--- src/rtl/kpc_note_pkg.sv ---
// Shared types and constants for the keyboard note path: note width, reset note,
// scheduler FSM states and the stack-count width helper.
package kpc_note_pkg;

  localparam int unsigned NOTE_W = 7;
  localparam logic [NOTE_W-1:0] DEFAULT_NOTE_C = 7'd48;

  typedef enum logic [2:0] {
    ST_IDLE    = 3'd0,
    ST_SCAN    = 3'd1,
    ST_COMPACT = 3'd2,
    ST_PUSH    = 3'd3,
    ST_UPDATE  = 3'd4
  } state_t;

  // Bits needed to hold a count of 0..depth entries.
  function automatic int unsigned cnt_w(input int unsigned depth);
    return $clog2(depth + 1);
  endfunction

endpackage

--- src/rtl/note_priority_scheduler_note_stack.sv ---
// Held-note register array: indexed read, shift-down from an index, write at an index.
module note_stack
  import kpc_note_pkg::*;
#(
  parameter int unsigned DEPTH = 8
) (
  input  logic                      a_clk,
  input  logic                      reset,
  input  logic [$clog2(DEPTH)-1:0]  rd_idx,
  output logic [NOTE_W-1:0]         rd_note,
  input  logic                      shift_en,
  input  logic [$clog2(DEPTH)-1:0]  shift_idx,
  input  logic                      wr_en,
  input  logic [$clog2(DEPTH)-1:0]  wr_idx,
  input  logic [NOTE_W-1:0]         wr_note
);

  localparam int unsigned IW = $clog2(DEPTH);

  logic [NOTE_W-1:0] mem [DEPTH];

  // Mux-style read keeps non-power-of-two depths in range.
  always_comb begin
    rd_note = '0;
    for (int i = 0; i < int'(DEPTH); i++) begin
      if (rd_idx == IW'(i)) rd_note = mem[i];
    end
  end

  always_ff @(posedge a_clk or posedge reset) begin
    if (reset) begin
      for (int i = 0; i < int'(DEPTH); i++) mem[i] <= '0;
    end else begin
      for (int i = 0; i < int'(DEPTH) - 1; i++) begin
        if (shift_en && (shift_idx == IW'(i))) mem[i] <= mem[i+1];
      end
      for (int i = 0; i < int'(DEPTH); i++) begin
        if (wr_en && (wr_idx == IW'(i))) mem[i] <= wr_note;
      end
    end
  end

endmodule

--- src/rtl/note_priority_scheduler.sv ---
// Last-note-priority scheduler: keeps an ordered stack of held notes and drives
// note_out/gate/retrig to the pitch datapath and envelope logic.
module note_priority_scheduler
  import kpc_note_pkg::*;
#(
  parameter int unsigned       DEPTH        = 8,
  parameter logic [NOTE_W-1:0] DEFAULT_NOTE = DEFAULT_NOTE_C
) (
  input  logic                         a_clk,
  input  logic                         reset,
  input  logic                         ev_valid,
  output logic                         ev_ready,
  input  logic                         ev_on,
  input  logic [NOTE_W-1:0]            ev_note,
  input  logic                         legato,
  input  logic                         panic,
  output logic [NOTE_W-1:0]            note_out,
  output logic                         gate,
  output logic                         retrig,
  output logic                         overflow,
  output logic [$clog2(DEPTH+1)-1:0]   stack_count
);

  localparam int unsigned CW = cnt_w(DEPTH);
  localparam int unsigned IW = $clog2(DEPTH);

  state_t            state, state_nx;
  logic [CW-1:0]     idx, m;
  logic              found, ovf_flag;
  logic              ev_on_q;
  logic [NOTE_W-1:0] ev_note_q;

  logic [IW-1:0]     rd_idx, top_idx;
  logic [NOTE_W-1:0] rd_note;
  logic              shift_en, wr_en;
  logic              hit, last_scan, match_any, ovf_cond, remove, skip_compact, last_shift;
  logic [CW-1:0]     m_sel;

  note_stack #(.DEPTH(DEPTH)) u_stack (
    .a_clk     (a_clk),
    .reset     (reset),
    .rd_idx    (rd_idx),
    .rd_note   (rd_note),
    .shift_en  (shift_en),
    .shift_idx (IW'(idx)),
    .wr_en     (wr_en),
    .wr_idx    (IW'(stack_count)),
    .wr_note   (ev_note_q)
  );

  assign ev_ready     = (state == ST_IDLE);
  assign top_idx      = (stack_count == '0) ? '0 : IW'(stack_count - CW'(1));
  assign rd_idx       = (state == ST_UPDATE) ? top_idx : IW'(idx);
  assign hit          = (rd_note == ev_note_q);
  assign last_scan    = (idx == stack_count - CW'(1));
  assign match_any    = found || hit;
  assign ovf_cond     = !match_any && ev_on_q && (stack_count == CW'(DEPTH));
  assign remove       = match_any || ovf_cond;
  assign m_sel        = hit ? idx : (found ? m : '0);
  // Removing the top entry needs no shifting, so COMPACT is bypassed.
  assign skip_compact = (m_sel == stack_count - CW'(1));
  assign last_shift   = (idx == stack_count - CW'(2));

  always_ff @(posedge a_clk or posedge reset) begin
    if (reset) state <= ST_IDLE;
    else       state <= state_nx;
  end

  always_comb begin
    state_nx = state;
    shift_en = 1'b0;
    wr_en    = 1'b0;
    case (state)
      ST_IDLE: begin
        if (!panic && ev_valid) state_nx = (stack_count == '0) ? ST_PUSH : ST_SCAN;
      end
      ST_SCAN: begin
        if (last_scan) begin
          if (remove && !skip_compact) state_nx = ST_COMPACT;
          else                         state_nx = ev_on_q ? ST_PUSH : ST_UPDATE;
        end
      end
      ST_COMPACT: begin
        shift_en = 1'b1;
        if (last_shift) state_nx = ev_on_q ? ST_PUSH : ST_UPDATE;
      end
      ST_PUSH: begin
        wr_en    = 1'b1;
        state_nx = ST_UPDATE;
      end
      ST_UPDATE: state_nx = ST_IDLE;
      default:   state_nx = ST_IDLE;
    endcase
  end

  always_ff @(posedge a_clk or posedge reset) begin
    if (reset) begin
      idx         <= '0;
      m           <= '0;
      found       <= 1'b0;
      ovf_flag    <= 1'b0;
      ev_on_q     <= 1'b0;
      ev_note_q   <= '0;
      stack_count <= '0;
      note_out    <= DEFAULT_NOTE;
      gate        <= 1'b0;
      retrig      <= 1'b0;
      overflow    <= 1'b0;
    end else begin
      retrig   <= 1'b0;
      overflow <= 1'b0;
      case (state)
        ST_IDLE: begin
          if (panic) begin
            stack_count <= '0;
            gate        <= 1'b0;
          end else if (ev_valid) begin
            ev_on_q   <= ev_on;
            ev_note_q <= ev_note;
            idx       <= '0;
            m         <= '0;
            found     <= 1'b0;
            ovf_flag  <= 1'b0;
          end
        end
        ST_SCAN: begin
          if (hit) begin
            found <= 1'b1;
            m     <= idx;
          end
          idx <= idx + CW'(1);
          if (last_scan) begin
            ovf_flag <= ovf_cond;
            if (remove) begin
              idx <= m_sel;
              if (skip_compact) stack_count <= stack_count - CW'(1);
            end
          end
        end
        ST_COMPACT: begin
          idx <= idx + CW'(1);
          if (last_shift) stack_count <= stack_count - CW'(1);
        end
        ST_PUSH: stack_count <= stack_count + CW'(1);
        ST_UPDATE: begin
          gate <= (stack_count != '0);
          if (stack_count != '0) note_out <= rd_note;
          retrig   <= ev_on_q && (!legato || !gate);
          overflow <= ovf_flag;
        end
        default: ;
      endcase
    end
  end

endmodule

--- config.mk ---
export PLATFORM = sky130hd
export DESIGN_NAME = note_priority_scheduler
export DESIGN_NICKNAME = d
export VERILOG_FILES = /design/src/rtl/kpc_note_pkg.sv /design/src/rtl/note_priority_scheduler_note_stack.sv /design/src/rtl/note_priority_scheduler.sv
export SDC_FILE = /design/constraint.sdc
export NUM_CORES = 1
export LEC_CHECK = 0
export CORE_MARGIN = 3
export CORE_UTILIZATION = 55
export CTS_CLUSTER_DIAMETER = 200
export DETAILED_ROUTE_END_ITERATION = 8
export GPL_TIMING_DRIVEN = 0
export MAX_ROUTING_LAYER = met4
export PLACE_DENSITY_LB_ADDON = 0.12
export SYNTH_ARGS = -nofsm -noshare
export SYNTH_HDL_FRONTEND = slang
export SYNTH_SLANG_ARGS = --single-unit
--- constraint.sdc ---
create_clock -name a_clk -period 4.45 [get_ports a_clk]
set_clock_uncertainty 0.2 [all_clocks]
set_input_delay 0.89 -clock a_clk [delete_from_list [all_inputs] [get_ports a_clk]]
set_output_delay 0.89 -clock a_clk [all_outputs]
set_load 0.01 [all_outputs]
==> flow_results.org <==
** STA
- Transition time of the tightest slew-check pin :: 0.7777 ns
- Achievable frequency :: 213.2 MHz
- The hold violation count in the final report is 0.
- After layout, the worst path uses 105.4% of the clock period.
- # setup viols final :: 7
- Post-route worst setup slack :: -0.2403 ns
- Tmin final :: 4.690 ns
- Unrepaired setup endpoints after global routing :: yes
- Worst hold margin :: approximately 0.26 ns
- The final count of pins violating max slew came to 0.
- Worst relative slew slack :: a little under half

** Yosys
- After synthesis the netlist holds a flip-flop and latch count of 91.
- Area fraction of the dominant cell type after synthesis :: a little under two fifths
- Share of synthesized flip-flops with an asynchronous set or reset :: 100.0%
- For this run, the register share of the synthesized area comes to 39.18%.
- Dominant synthesized flop cell :: sky130_fd_sc_hd__dfrtp_1
- Counting instances in the post-synthesis netlist gives the leading cell types as sky130_fd_sc_hd__nand2_1 (92), sky130_fd_sc_hd__dfrtp_1 (89), sky130_fd_sc_hd__o21ai_0 (64).
- Dominant cell by count in the synthesized netlist :: sky130_fd_sc_hd__nand2_1
- Number of unique standard cell types used by synthesis :: 72
- The number of nets in the synthesized netlist is 679.
- Average footprint of a synthesized cell :: between 8 and 9 um^2
- Largest cells by area after synthesis :: sky130_fd_sc_hd__dfrtp_1 (38%), sky130_fd_sc_hd__mux2i_1 (8.1%), sky130_fd_sc_hd__nand2_1 (5.9%)
- The largest total area in the synthesized netlist belongs to sky130_fd_sc_hd__dfrtp_1.
- The Yosys step of the flow raised 0 warnings.
- After synthesis the cells add up to 5818 um^2.
- Synthesis produced about 650 cells.
- In this run, synthesis inferred 0 flip-flops with an integrated enable.

** Floorplan
- Once the floorplan was initialized, standard cells occupied 57.92% of the core.
- Horizontal die dimension :: 108.9 um
- Boundary pin count :: 28
- Chip Height :: around 110 um
- The region available for standard cell placement spans approximately 10000 um^2.
- In this run the core area contains 36 standard-cell rows.
- Total die area :: 11850 um^2

** GRT
- Entering global routing, the biggest net connects 70 pins.
- The number of global-route vias before repair is 5293.
- In the global route stage, overall resource usage came out at approximately a third.
- Global-route wire length before repair :: 28.75 mm
- Number of antenna violations at the first check in global routing :: 0
- Global routing finished with a remaining overflow of 0.

** Worst hold path
- The tightest min-delay check is of the reg2reg type.

** Clock network
- Clock buffer count from CTS :: 9
- Number of levels the H-tree was split into :: 3
- Num Clock Sinks :: 91
- Worst-skew pair later-pin latency :: 0.38 ns
- Clock-pin slew reported for the worst setup and hold paths after clock tree synthesis :: approximately 0.1 ns
- The cell sitting at the root of the clock tree is a sky130_fd_sc_hd__clkbuf_8.
- # hold bufs at CTS :: 0
- TritonCTS clock tree :: built
- Maximum buffer depth of the clock tree :: 2

** Setup path
- WP buf/inv :: 1
- The worst setup path is captured at a flop.
- Type of the setup path with the least slack :: reg2reg
- The slowest stage of the critical path belongs to the cell sky130_fd_sc_hd__or4_4.
- On the worst path, the slowest cell contributes a delay of ~0.56 ns.
- CP cell instances :: ha_1 > or2_2 > o211ai_1 > nand4_1 > o221ai_1 > a211o_1 > o211ai_1 > or4_4 > nor3_4 > buf_12 > mux2_4 > xnor2_2 > nand4_1 > o31a_1 > a221o_1
- Arrival time of the worst setup path :: 4.75 ns
- Largest delay contributor family on the critical path :: simple AND/OR/NAND/NOR gates
- Type of element launching the critical path :: flop
- Of all nets on the critical path, the largest fanout is 7.
- Data required time of the critical path :: 4.51 ns

** Power and ir drop
- For this design the static power due to leakage is 0.003136 uW.
- Net switching power figure :: 2411 uW
- IR analysis of the VDD net gives a maximum drop of 354.8 uV.
- Per report_power, the combinational group accounts for 60.0% of the total.
- Of the total power, registers draw between 20 and 30%.
- Net switching is ~46% of the power.
- Internal power :: 2886 uW
- Of the total power, the clock network draws 12.4%.
- Total power for the finished layout comes to approximately 5300 uW.
- Total power per unit cell area :: 738.0 nW/um^2

** Status
- Failing checks :: negative setup slack
- The flow ran to the end, but the final reports show violations.

** Finish
- Share of post-route cells with drive strength above 1 :: 19.45%
- Relative to the synthesized area, the layout overhead comes to 23.35%.
- Cells fill between 70% and 80% of the core in the end.
- After filler insertion, the fill cell instance count of the layout stands at 782.
- Ant diodes :: 0
- Nets :: 753

** Placement
- The congestion estimate from routability-driven global placement came to between 0.9 and 1.
- Sum of net half-perimeters after detailed placement :: about 13 mm
- Buffers on Ports :: 27

** Job
- Number of max-cap violations :: 0

** Routing
- After detailed routing, the total wire length is between 15 and 20 mm.
- In the routed layout, each cell is associated on average with a via count of between 6 and 7.
- For this run, design rule violations remaining after detail routing come to 0.
- Dividing the detail-routed wire length by the instance count gives 21.08 um.
- DRT antenna net count :: 0
- Router iterations before antenna repair :: 6
- Detailed routing inserted a total of 5616 vias.
- The detailed router finished its first iteration with 640 violations.
timing repair:
action | CTS | global route
hold endpoints to repair | 0 | 0
pin swaps | 20 | 2
gates resized for setup | 41 | 15
setup buffers | 32 | 6
endpoints found under the setup margin | 15 | 11
cloned | 1 | 0
per-layer routing:
| metal | share of wire [%] | track usage (%) | routed length [um] | vias up |
|---|---|---|---|---|
| li1 | - | - | - | 2508 |
| met1 | 43 | 45.49 | 7902 | 2719 |
| met2 | 44 | 47.09 | 8026 | 331 |
| met3 | 9.3 | 6.572 | 1687 | 58 |
| met4 | 3.2 | 11.90 | 575 | 0 |
| met5 | 0 | - | 0 | - |
final timing paths:
check / startpoint / endpoint / slack [ns] / depth (start not counted)
worst max-delay path: stack_count[0]$_DFFE_PP0P_ / stack_count[0]$_DFFE_PP0P_ / -0.24 / 15
min in group asynchronous: reset / state[0]$_DFFE_PP0P_ / 0.62 / 2
worst max register to register: stack_count[0]$_DFFE_PP0P_ / stack_count[0]$_DFFE_PP0P_ / -0.24 / 15
max in group asynchronous: reset / note_out[4]$_DFFE_PP1P_ / 2.75 / 3
worst min register to register: note_out[4]$_DFFE_PP1P_ / note_out[4]$_DFFE_PP1P_ / 0.26 / 2
worst min-delay path: note_out[4]$_DFFE_PP1P_ / note_out[4]$_DFFE_PP1P_ / 0.26 / 2
registers in the layout, summed over array words and instances, names as in the netlist:
register	count
ev_note_q	7
stack_count	4
found	1
ev_on_q	1
note_out	7
retrig	1
gate	1
m	4
u_stack.mem	56
overflow	1
ovf_flag	1
idx	4
state	3
logic make-up after synthesis:
logic type               after synthesis  share of synthesized area, %
AO/OA/AOI/OAI                        186                         21.08
XOR/XNOR                              20                         3.011
adder cells (fa/ha/maj)               15                         3.226
buffers and inverters                 57                         4.323
flip-flops                            91                         39.18
multiplexers                          64                         11.38
AND/OR/NAND/NOR                      218                         17.81
power groups by stage:
stage	Sequential, uW	Combinational (uW)	Clock (uW)
floorplan	1360	1800	0
detailed placement	1430	2490	0
CTS	1440	2920	663
finish	1460	3180	656
global route	1500	3390	695
global placement	1410	2440	0
layout by cell type, fill, tap and decap left out, types with 5 or more instances in the layout:
cell type / n
sky130_fd_sc_hd__a21oi_1: 33
sky130_fd_sc_hd__a221o_1: 5
sky130_fd_sc_hd__buf_4: 36
sky130_fd_sc_hd__clkbuf_1: 22
sky130_fd_sc_hd__clkbuf_8: 10
sky130_fd_sc_hd__clkdlybuf4s50_1: 27
sky130_fd_sc_hd__dfrtp_1: 84
sky130_fd_sc_hd__dfrtp_2: 5
sky130_fd_sc_hd__ha_1: 13
sky130_fd_sc_hd__inv_1: 14
sky130_fd_sc_hd__mux2_2: 12
sky130_fd_sc_hd__mux2i_1: 44
sky130_fd_sc_hd__nand2_1: 91
sky130_fd_sc_hd__nand2b_1: 7
sky130_fd_sc_hd__nand3_1: 12
sky130_fd_sc_hd__nor2_1: 50
sky130_fd_sc_hd__o211ai_1: 6
sky130_fd_sc_hd__o21ai_0: 64
sky130_fd_sc_hd__o221ai_1: 5
sky130_fd_sc_hd__o22ai_1: 10
sky130_fd_sc_hd__o31ai_1: 5
sky130_fd_sc_hd__xnor2_1: 11
tightest hold or removal path: stages (launching register included):
cell	delay, ns
sky130_fd_sc_hd__dfstp_2	0.38
sky130_fd_sc_hd__nand2_1	0.04
sky130_fd_sc_hd__nand2_1	0.04
cell type report:
| type | count | area (um^2) | share of cell area (%) |
|---|---|---|---|
| sequential | 91 | 2286 | 31.85 |
| tap | 133 | 166.4 | 2.319 |
| multi-input combinational | 503 | 3581 | 49.90 |
| buffer | 35 | 191.4 | 2.667 |
| clock inverter | 6 | 96.34 | 1.342 |
| timing repair buffer | 68 | 656.9 | 9.153 |
| inverter | 17 | 71.32 | 0.9937 |
| clock buffer | 10 | 127.6 | 1.778 |
stage by stage:
step | instance area, um^2 | setup slack [ns] | cells | TNS [ns]
global placement | 6334 | -0.7331 | 811 | -36.04
global route | 7177 | -0.3677 | 863 | -2.027
finish | 7177 | -0.2403 | 863 | -0.7899
detailed placement | 6364 | -0.7353 | 812 | -5.261
CTS | 7036 | -0.1118 | 856 | -0.1358
floorplan | 5897 | -0.004342 | 651 | -0.004342
(Power assumes the default switching activity.)
